## config.mk

```make
export PLATFORM = sky130hd
export DESIGN_NAME = alu_shift_sequencer_flat
export DESIGN_NICKNAME = d
export VERILOG_FILES = /design/src/rtl/alu_shift_sequencer_if.sv /design/src/rtl/alu_shift_sequencer.sv /design/src/flat_wrapper.sv
export SDC_FILE = /design/constraint.sdc
export NUM_CORES = 1
export LEC_CHECK = 0
export ABC_AREA = 1
export CORE_MARGIN = 2
export CORE_UTILIZATION = 39
export DETAILED_ROUTE_END_ITERATION = 6
export GPL_TIMING_DRIVEN = 0
export PLACE_DENSITY = 0.71
export SYNTH_ARGS = -nofsm -noshare
export SYNTH_HDL_FRONTEND = slang
export SYNTH_SLANG_ARGS = --single-unit
```

## constraint.sdc

```tcl
create_clock -name LOGISIM_CLOCK_TREE_0 -period 3 [get_ports LOGISIM_CLOCK_TREE_0]
set_input_delay 0.6 -clock LOGISIM_CLOCK_TREE_0 [delete_from_list [all_inputs] [get_ports LOGISIM_CLOCK_TREE_0]]
set_output_delay 0.6 -clock LOGISIM_CLOCK_TREE_0 [all_outputs]
set_load 0.1 [all_outputs]
```

## src/rtl/alu_shift_sequencer_if.sv

```systemverilog
// Request/result handshake bundle between a shift requester and the shift sequencer.
// The master drives requests and consumes results; the slave is the sequencer.
interface alu_shift_sequencer_if;
    logic        Req_valid;
    logic        Req_ready;
    logic [1:0]  Req_op;
    logic [31:0] Req_operand;
    logic [7:0]  Req_amount;
    logic        Req_set_flags;
    logic        Res_valid;
    logic        Res_ready;
    logic [31:0] Res_data;
    logic        Res_carry;
    logic        Res_zero;
    logic        Res_neg;

    modport master (
        output Req_valid, Req_op, Req_operand, Req_amount, Req_set_flags, Res_ready,
        input  Req_ready, Res_valid, Res_data, Res_carry, Res_zero, Res_neg
    );

    modport slave (
        input  Req_valid, Req_op, Req_operand, Req_amount, Req_set_flags, Res_ready,
        output Req_ready, Res_valid, Res_data, Res_carry, Res_zero, Res_neg
    );
endinterface

```

## src/rtl/alu_shift_sequencer.sv

```systemverilog
// Multi-pass control stage for a combinational 32-bit right shifter: splits shift
// amounts of 0..255 into passes of at most MAX_PASS_DIST bits and owns the C flag.
module alu_shift_sequencer #(
    parameter int MAX_PASS_DIST = 31
) (
    input  logic [4:0]  LOGISIM_CLOCK_TREE_0,
    input  logic        Reset,
    alu_shift_sequencer_if.slave bus,
    output logic [31:0] Op_Input,
    output logic [4:0]  Shift_distance,
    output logic [1:0]  Shift_func_sel,
    output logic        C,
    input  logic [31:0] Shift_Out
);
    localparam logic [7:0] MAX_D = 8'(MAX_PASS_DIST);
    localparam logic [1:0] OP_LSR = 2'd0;
    localparam logic [1:0] OP_ASR = 2'd1;
    localparam logic [1:0] OP_ROR = 2'd2;
    localparam logic [1:0] OP_RRX = 2'd3;

    typedef enum logic [1:0] {IDLE, SHIFT, DONE} state_t;

    logic clk;
    assign clk = LOGISIM_CLOCK_TREE_0[4];
    logic unused_clk_tree_bits;
    assign unused_clk_tree_bits = ^LOGISIM_CLOCK_TREE_0[3:0];

    state_t      state_reg, state_next;
    logic [1:0]  op_reg, op_next;
    logic        set_flags_reg, set_flags_next;
    logic [7:0]  rem_reg, rem_next;
    logic [31:0] work_reg, work_next;
    logic        carry_reg, carry_next;
    logic        c_reg, c_next;
    logic [31:0] op_input_reg, op_input_next;
    logic [4:0]  dist_reg, dist_next;
    logic [1:0]  sel_reg, sel_next;

    logic [7:0]  accept_rem;
    logic [7:0]  rem_after;

    function automatic logic [4:0] clamp_dist(input logic [7:0] r);
        return (r > MAX_D) ? MAX_D[4:0] : r[4:0];
    endfunction

    // ROR only needs the amount modulo 32; RRX is always a single 1-bit pass.
    always_comb begin
        case (bus.Req_op)
            OP_ROR:  accept_rem = {3'b000, bus.Req_amount[4:0]};
            OP_RRX:  accept_rem = 8'd1;
            default: accept_rem = bus.Req_amount;
        endcase
    end

    assign rem_after = rem_reg - {3'b000, dist_reg};

    always_comb begin
        state_next     = state_reg;
        op_next        = op_reg;
        set_flags_next = set_flags_reg;
        rem_next       = rem_reg;
        work_next      = work_reg;
        carry_next     = carry_reg;
        c_next         = c_reg;
        op_input_next  = op_input_reg;
        dist_next      = dist_reg;
        sel_next       = sel_reg;
        case (state_reg)
            IDLE: begin
                if (bus.Req_valid) begin
                    op_next        = bus.Req_op;
                    set_flags_next = bus.Req_set_flags;
                    work_next      = bus.Req_operand;
                    rem_next       = accept_rem;
                    if (accept_rem == 8'd0) begin
                        // Zero-pass: amount 0 keeps C, ROR by a multiple of 32 yields bit 31.
                        state_next = DONE;
                        carry_next = (bus.Req_amount == 8'd0) ? c_reg : bus.Req_operand[31];
                    end else begin
                        state_next    = SHIFT;
                        op_input_next = bus.Req_operand;
                        dist_next     = clamp_dist(accept_rem);
                        sel_next      = bus.Req_op;
                    end
                end
            end
            SHIFT: begin
                work_next  = Shift_Out;
                carry_next = (op_reg == OP_RRX) ? op_input_reg[0]
                                                : op_input_reg[dist_reg - 5'd1];
                rem_next   = rem_after;
                if (rem_after == 8'd0) begin
                    state_next = DONE;
                end else begin
                    op_input_next = Shift_Out;
                    dist_next     = clamp_dist(rem_after);
                end
            end
            DONE: begin
                if (bus.Res_ready) begin
                    if (set_flags_reg) begin
                        c_next = carry_reg;
                    end
                    state_next = IDLE;
                end
            end
            default: state_next = IDLE;
        endcase
    end

    always_ff @(posedge clk) begin
        if (Reset) begin
            state_reg     <= IDLE;
            op_reg        <= OP_LSR;
            set_flags_reg <= 1'b0;
            rem_reg       <= 8'd0;
            work_reg      <= 32'd0;
            carry_reg     <= 1'b0;
            c_reg         <= 1'b0;
            op_input_reg  <= 32'd0;
            dist_reg      <= 5'd0;
            sel_reg       <= 2'd0;
        end else begin
            state_reg     <= state_next;
            op_reg        <= op_next;
            set_flags_reg <= set_flags_next;
            rem_reg       <= rem_next;
            work_reg      <= work_next;
            carry_reg     <= carry_next;
            c_reg         <= c_next;
            op_input_reg  <= op_input_next;
            dist_reg      <= dist_next;
            sel_reg       <= sel_next;
        end
    end

    assign bus.Req_ready = (state_reg == IDLE) && !Reset;
    assign bus.Res_valid = (state_reg == DONE);
    assign bus.Res_data  = work_reg;
    assign bus.Res_carry = carry_reg;
    assign bus.Res_zero  = (work_reg == 32'd0);
    assign bus.Res_neg   = work_reg[31];

    assign Op_Input       = op_input_reg;
    assign Shift_distance = dist_reg;
    assign Shift_func_sel = sel_reg;
    assign C              = c_reg;

    // OP_ASR is named for readability of the op encoding only.
    logic unused_op_asr;
    assign unused_op_asr = ^OP_ASR;
endmodule

```

## src/flat_wrapper.sv

```systemverilog
// flat-port wrapper written by rule: the top's interface ports become plain ports
module alu_shift_sequencer_flat 
#(
    parameter int MAX_PASS_DIST = 31
)
  (LOGISIM_CLOCK_TREE_0, Reset, Op_Input, Shift_distance, Shift_func_sel, C, Shift_Out, bus_Req_valid, bus_Req_op, bus_Req_operand, bus_Req_amount, bus_Req_set_flags, bus_Res_ready, bus_Req_ready, bus_Res_valid, bus_Res_data, bus_Res_carry, bus_Res_zero, bus_Res_neg);
  alu_shift_sequencer_if bus_i ();
  input  logic [4:0] LOGISIM_CLOCK_TREE_0;
  input  logic Reset;
  output logic [31:0] Op_Input;
  output logic [4:0] Shift_distance;
  output logic [1:0] Shift_func_sel;
  output logic C;
  input  logic [31:0] Shift_Out;
  input wire logic [$bits(bus_i.Req_valid)-1:0] bus_Req_valid;
  input wire logic [$bits(bus_i.Req_op)-1:0] bus_Req_op;
  input wire logic [$bits(bus_i.Req_operand)-1:0] bus_Req_operand;
  input wire logic [$bits(bus_i.Req_amount)-1:0] bus_Req_amount;
  input wire logic [$bits(bus_i.Req_set_flags)-1:0] bus_Req_set_flags;
  input wire logic [$bits(bus_i.Res_ready)-1:0] bus_Res_ready;
  output wire logic [$bits(bus_i.Req_ready)-1:0] bus_Req_ready;
  output wire logic [$bits(bus_i.Res_valid)-1:0] bus_Res_valid;
  output wire logic [$bits(bus_i.Res_data)-1:0] bus_Res_data;
  output wire logic [$bits(bus_i.Res_carry)-1:0] bus_Res_carry;
  output wire logic [$bits(bus_i.Res_zero)-1:0] bus_Res_zero;
  output wire logic [$bits(bus_i.Res_neg)-1:0] bus_Res_neg;
  assign bus_i.Req_valid = bus_Req_valid;
  assign bus_i.Req_op = bus_Req_op;
  assign bus_i.Req_operand = bus_Req_operand;
  assign bus_i.Req_amount = bus_Req_amount;
  assign bus_i.Req_set_flags = bus_Req_set_flags;
  assign bus_i.Res_ready = bus_Res_ready;
  assign bus_Req_ready = bus_i.Req_ready;
  assign bus_Res_valid = bus_i.Res_valid;
  assign bus_Res_data = bus_i.Res_data;
  assign bus_Res_carry = bus_i.Res_carry;
  assign bus_Res_zero = bus_i.Res_zero;
  assign bus_Res_neg = bus_i.Res_neg;
  alu_shift_sequencer #(.MAX_PASS_DIST(MAX_PASS_DIST)) u_core (.LOGISIM_CLOCK_TREE_0(LOGISIM_CLOCK_TREE_0), .Reset(Reset), .bus(bus_i), .Op_Input(Op_Input), .Shift_distance(Shift_distance), .Shift_func_sel(Shift_func_sel), .C(C), .Shift_Out(Shift_Out));
endmodule
```

Word level (Yosys, flattened, before mapping)

Cells that the tools add are included.

$add $sub $neg: 2
$lt $le $gt $ge: 3
Equal/unequal tests: 11
Muxes and demuxes: 27
Bitwise gates (word level): 1
Reduce and logical (&&, ||, !) cells: 15

Operators with widths:

| kind                | number |
|---|---|
| $mux 32             | 4 |
| $pmux 32 s2         | 2 |
| $logic_not 32->1    | 1 |
| $pmux 8 s2          | 2 |
| $mux 5              | 5 |
| $logic_not 8->1     | 3 |
| $gt 8x5->1 const B  | 2 |
| $reduce_and 3->1    | 4 |
| $pmux 5 s2          | 1 |
| $eq 2x2->1 const B  | 4 |
| $mux 2              | 4 |
| $mux 8              | 1 |
| $ne 2x2->1 const B  | 4 |
| $sub 8x5->8         | 1 |
| $lt 5x6->1 const B  | 1 |
| $pmux 2 s3          | 1 |
| $bmux 1 s5          | 1 |
| $mux 1              | 5 |
| $sub 5x1->5 const B | 1 |
| $ne 2x1->1 const B  | 2 |
| $reduce_and 2->1    | 2 |
| $reduce_and 4->1    | 1 |
| $eq 2x1->1 const B  | 1 |
| $logic_not 2->1     | 1 |
| 5 further kinds     | 5 |

Bits in registers: 86
Output and inout bits: 77
Logic and storage cells: 69

Depth between registers and ports, before layout

Depth after elaboration: 7
Gate-level depth with buffers: 16
Depth with buffers taken out: 15

Worst setup path before layout

OpenSTA, ideal clock, no wires.

Kind: register to output
Start point: register u_core.work_reg[16] (netlist: u_core.bus.Res_data[16])
End point: output port bus_Res_zero
Arrival: 2407 ps
Setup slack: -7 ps
Cell stages (with the launch flop): 4
Buffers on the path: 0
Cells stage by stage: dfxtp_1 nor4_1 nand4_1 nor2_1

Cells in the longest elaborated chain, start to end: 1

Ends and longest elaborated chain:

| item                     | line                       | source |
|---|---|---|
| start: declaration       | alu_shift_sequencer.sv:32  | `logic [31:0] work_reg, work_next;` |
| start signal: assignment | alu_shift_sequencer.sv:128 | `work_reg <= work_next;` |
| $logic_not 32->1         | alu_shift_sequencer.sv:141 | `assign bus.Res_zero = (work_reg == 32'd0);` |
| end: declaration         | flat_wrapper.sv:25         | `output wire logic [$bits(bus_i.Res_zero)-1:0] bus_Res_zero;` |

Every way passes these cells.

Final worst setup path

Start point: register u_core.work_reg[27] (netlist: u_core.bus.Res_data[27])
End point: output port bus_Res_zero

Same word-level chain as after synthesis.

==> flow_summary.json <==
{
  "p_leak_nw": 2.948,
  "vias": 4985,
  "cp-end-kind": "output pin",
  "route.detailed.wl_per_inst_um": 15.94,
  "rsz0062_at_grt": "false",
  "peakVddDrop_v": 0.0004155,
  "pre_cts_ws_ps": -308.0,
  "maxCapViolations": 0,
  "synth_edf_count": 0,
  "fin_ws_ps": 116.1,
  "dpl.cell_count": 944,
  "clock_sinks": 86,
  "worstPathMaxFanout": 3,
  "cts_tree": "yes",
  "grt_start_max_net_pins": 17,
  "hold_viol": 0,
  "slowest_stage": "dlygate4sd2_1",
  "final_nets": 902,
  "routed_wl_mm": 15.29,
  "areaGrowthSynthToFinish_pct": 44.32,
  "worst_pin_slew_ps": 1052,
  "start_kind": "flop",
  "clk_pin_slew_worst_paths_ps": 60,
  "dp.final_hpwl_mm": 12.24,
  "synth.cell_area_mm2": 0.004604,
  "cpPeakStageDelay_ps": 860,
  "final_cell_mix": "clkdlybuf4s50_1 (153), nor2_1 (97), nand2_1 (94), dfxtp_1 (86), nand3_1 (62)",
  "post_cts_buffers": 0,
  "max_freq_mhz": 346.8,
  "firstDrtPassIters": 5,
  "io_pins": 160,
  "layout-drive-gt1-share": 0.1017,
  "synth_flop_cell": "dfxtp_1",
  "cts_buffers": 9,
  "timing.final.crit_share": 0.9613,
  "start_util": 0.4015,
  "critical_path.cell_chain": "nor4_1 > nand4_1 > nor2_2 > dlygate4sd2_1",
  "vias_per_cell": 5.198,
  "antenna_found_initial": 0,
  "status": "finished, final reports clean",
  "rows": 39,
  "synth-seq-cells": 86,
  "grt_pass1_vias": 4907,
  "setup_tns_ps": 0,
  "synth.distinct_cells": 35,
  "async_flop_share": 0,
  "grt_pass1_wl_mm": 24.79,
  "synthesis.nets": 737,
  "drc": 0,
  "die_x_um": 112.7,
  "min_path_type": "flop to flop",
  "core_mm2": 0.01147,
  "slew_headroom": 0.2965,
  "finClkSkew_ps": 5.477,
  "worstSetupPathType": "flop to output pin",
  "critical_path.top_delay_family": "buffers and inverters",
  "fin_area_mm2": 0.006645,
  "maxSlewViolCount": 0,
  "gp_congestion": 0.8830,
  "power_density_mw_per_mm2": 821.5,
  "critPathRequiredTime_ps": 2400,
  "crit_buf_inv": 1,
  "postSynthCellCount": 646,
  "cts-root-buf": "clkbuf_16",
  "diodes": 0,
  "syn_area_per_cell_um2": 7.128,
  "drtAntennaViolNets": 0,
  "grt_use_total": 0.2422,
  "final_common_cell": "clkdlybuf4s50_1",
  "yosysWarnings": 0,
  "portBuffers": 155,
  "clock_latency_ps": 340,
  "setup_viol": 0,
  "multi_input_area_mm2": 0.002557,
  "ys_seq_area_frac": 0.3739,
  "htreeDepth": 3,
  "postPlaceCellArea_mm2": 0.006337,
  "grt_overflow": 0,
  "cts.path.max_buffers": 2,
  "drtIter0Drc": 398,
  "fill_cells": 1034,
  "fin_crit_ps": 2884,
  "arrival_ps": 2280,
  "final_cell_count_no_fill": 959,
  "register_area_mm2": 0.001722,
  "power_mw": 5.459,
  "fp.dieH_um": 112.7,
  "dieArea_mm2": 0.01269
}
-- metrics by stage --
step / util / hold WS, ps
CTS: 0.5789 / 484.2
global route: 0.5795 / 517.3
finish: 0.5795 / 484.9
floorplan: - / 455.5
global placement: 0.5526 / 443.1
detailed placement: 0.5526 / 475.1
-- tightest hold or removal path, delay by kind of cell, from the launching register on --
family | cells | cell delay [ps]
flip-flops | 1 | 330
buffers and inverters | 1 | 60
AO/OA/AOI/OAI | 1 | 50
-- layer usage --
layer | GRT usage | part of all wire
met1 | 0.3139 | 0.43
met2 | 0.4044 | 0.47
met3 | 0.03780 | 0.069
met4 | 0.09593 | 0.032
met5 | 0 | 0
-- logic make-up (layout without fill, tap and decap cells) --
logic type               after synthesis  after routing  share of synthesized area
buffers and inverters                 80            250                    0.07337
AO/OA/AOI/OAI                        122            122                     0.1410
adder cells (fa/ha/maj)                8              8                    0.02337
multiplexers                          31             31                    0.06739
XOR/XNOR                               5              5                   0.009513
AND/OR/NAND/NOR                      314            314                     0.3114
flip-flops                            86             86                     0.3739
-- synthesized netlist by cell type (2+ instances only) --
master	number	area, um^2
a21oi_1	44	220.2
nor4_1	8	50.05
xor2_1	3	26.28
nor3_1	2	10.01
mux2i_1	31	310.3
nand4_1	5	31.28
buf_6	3	33.78
ha_1	7	87.58
nor2_1	98	367.9
buf_2	9	45.04
nand2_4	2	22.52
nand2_1	94	352.8
o21ai_0	61	305.3
inv_1	38	142.6
dfxtp_1	86	1722
o21ai_1	4	20.02
nand2_2	3	18.77
inv_2	5	18.77
clkbuf_1	22	82.58
a21oi_2	2	17.52
xnor2_1	2	17.52
nand3_1	62	310.3
o211ai_1	8	60.06
nor2_2	34	212.7
a32oi_1	3	26.28
-- area by class of cell --
type / count / area share
multi-input cells: 480 / 0.3849
flip-flops and latches: 86 / 0.2591
repair buffers: 155 / 0.2325
clock buffers: 10 / 0.03596
well taps: 143 / 0.02693
plain buffers: 35 / 0.02542
inverters: 44 / 0.02485
clock inverters: 6 / 0.01036
-- report_power, final --
part / leakage, nW / switching [mW] / internal, mW
logic: 2.08 / 2.03 / 0.791
clock network: 0.149 / 0.477 / 0.674
registers: 0.715 / 0.165 / 1.32
total: 2.95 / 2.68 / 2.78
-- path summary, 6_finish.rpt --
kind	from	slack, ps	to	cells past startpoint
min reg2reg	u_core.C	480	u_core.C	2
min	u_core.C	480	u_core.C	2
max	u_core.bus.Res_data[27]	120	bus_Res_zero	4
max reg2reg	u_core.Shift_distance[0]	260	u_core.bus.Res_carry	11
-- timing repair --
action                     4_1_cts  5_1_grt
resized for setup                2        4
setup endpoints to repair        3        2
hold buffers                     0        0
Power figures use the tool's default switching activity.
==> edit: new RTL, same settings <==
Reset style: asynchronous (`Reset`), changed in one clocked block.
--- a/src/rtl/alu_shift_sequencer.sv
+++ b/src/rtl/alu_shift_sequencer.sv
@@ -108,7 +108,7 @@
         endcase
     end
 
-    always_ff @(posedge clk) begin
+    always_ff @(posedge clk or posedge Reset) begin
         if (Reset) begin
             state_reg     <= IDLE;
             op_reg        <= OP_LSR;
Check against the original RTL: differs if Reset is asserted again (counterexample within 4 cycles, from zero or initial values and one cycle with Reset high); with Reset held inactive, the same outputs for 10 cycles.
==> edit against the original RTL <==
Final cell count is 3.2% higher; clock skew hardly changed; design area is 3.2% higher; sequential cell count stayed put; sequential share of layout area is 5.5 points higher; global-route usage is 0.25 points lower; worst setup slack worse by 0.11 ns; hold slack better by 0.0089 ns; register-to-register slack worse by 0.03 ns; area after synthesis is 3.2% higher; maximum frequency is 3.8% lower; wire length hardly changed; critical endpoint unchanged; highest routed layer unchanged.
Power is not shown: default switching activity piles up to over one toggle a cycle in this logic, so the estimate is an artifact.
==> edit: results (changes against the original RTL) <==
worst relative slew slack=32.0% (+2.3 points); ratio of cells with drive above 1 in the final layout=4.86% (-5.3 points); Netlist cell types=33 (-5.7%); maximum clock path buffer count=2 (unchanged); DP Wirelength=11.8 mm (-3.6%); number of port buffers=155 (unchanged); Clk Latency, worst-skew pair=0.34 ns (about the same); CTS root buf=clkbuf_16; Hold Path Class=flip-flop to flip-flop; All-Layer GR Usage=24.0% (-0.25 points); vias in the first global route=4939 (+0.65%); clk_skew=0.00580 ns (+0.000324 ns); total CTS buffers=9 (unchanged); total setup buffers inserted after CTS=0 (unchanged); most common flop cell mapped by yosys=dfrtp_1; drt initial violations=378 (-5.0%); Clk pin slew, worst setup/hold paths=about 0.070 ns; Synth Warn #=0 (unchanged); # fillers=1132 (+9.5%); n_diodes=0 (unchanged); register area share after synthesis=45.3% (+7.9 points); largest net degree at the start of global routing=47 (+30); first-pass GRT wire length=24.4 mm (-1.6%); CP max stage cell=nor4_1; Syn Nets=762 (+3.4%); drt total wl=15.3 mm (about the same); maximum single-stage delay on the critical path=0.55 ns (-0.31 ns); top cells by area, synth=dfrtp_1, nand2_1, nand3_1, o21ai_0, nor2_1; ys async rst share=100% (+100 points); initial antenna violation count=0 (unchanged); crit path DAT=2.40 ns (+0.12 ns); Final GP Congestion=0.868 (-1.7%); synth cell count leaders=nand2_1, dfrtp_1, nand3_1; First-pass DRT Iterations=5 (unchanged); Crit Path Max Fanout=3 (unchanged); H-tree depth=3 (unchanged); fin nets=929 (+3.0%); Vias/cell=5.13 (-1.3%); outcome=completed
-- edit: cell count changes in the layout (fill, tap and decap cells not counted), sizes merged, moves of 30 or more --
cell | unedited run | this run
dfxtp | 86 | 0
nor2 | 133 | 49
dfrtp | 0 | 86
mux2i | 31 | 0
nand2 | 99 | 308
a21oi | 46 | 7
o21ai | 65 | 35
-- edit: kinds of logic (layout without fill, tap and decap cells) --
family | after synthesis | after routing | share of synthesized area, %
compound gates | 54 | 54 | 6.51
xor+xnor | 3 | 3 | 0.553
buf+inv | 79 | 251 | 7.43
flops | 86 | 86 | 45.3
fa+ha+maj | 8 | 8 | 2.26
simple gates | 441 | 441 | 38.0
-- edit: final timing paths --
check,start,to,slack (ns),cells after the start
min in group asynchronous,Reset,u_core.rem_reg[6]$_DFFE_PP0P_,0.72,2
hold / removal,u_core.Shift_func_sel[0]$_DFFE_PP0P_,u_core.Shift_func_sel[0]$_DFFE_PP0P_,0.49,2
setup reg to reg,u_core.Shift_distance[0]$_DFFE_PP0P_,u_core.bus.Res_carry$_DFFE_PP0P_,0.23,11
setup / recovery,u_core.bus.Res_data[1]$_DFFE_PP0P_,bus_Res_zero,0.003,4
max in group asynchronous,Reset,u_core.Op_Input[24]$_DFFE_PP0P_,1.66,3
hold reg to reg,u_core.Shift_func_sel[0]$_DFFE_PP0P_,u_core.Shift_func_sel[0]$_DFFE_PP0P_,0.49,2
-- edit: metal layers --
| layer | wire length (µm) | vias to the layer above | GRT usage [%] |
|---|---|---|---|
| met3 | 1170 | 21 | 4.71 |
| met4 | 323 | 0 | 8.29 |
| met1 | 6530 | 2366 | 31.6 |
| met5 | 0 | - | 0 |
| met2 | 7260 | 225 | 39.6 |
| li1 | - | 2465 | - |
-- edit: stage by stage --
| step | cells | area [µm²] | setup slack [ns] |
|---|---|---|---|
| after global routing | 990 | 6860 | 0.0128 |
| after detailed placement | 974 | 6540 | -0.262 |
| after floorplan | 671 | 4770 | 0.115 |
| after CTS | 990 | 6860 | 0.0442 |
| final | 990 | 6860 | 0.00323 |
| after global placement | 973 | 6510 | -1.14 |
-- edit: cell type report --
class	instances	share of cell area, %
multi-input cells	506	33.0
flip-flops and latches	86	31.4
repair buffers	156	23.0
clock buffers	10	3.48
well taps	147	2.68
inverters	47	2.61
plain buffers	32	2.57
clock inverters	6	1.24
-- edit: critical path, delay by kind of cell (launching register included) --
family	cells	cell delay, ns
and+or+nand+nor	3	1.17
buffers and inverters	1	0.47
DFF	1	0.41
-- edit: repair_timing --
| action | CTS | global route |
|---|---|---|
| resized for setup | 5 | 1 |
| hold buffers | 0 | 0 |
| endpoints found under the setup margin | 1 | 1 |
| pin swaps | 0 | 0 |
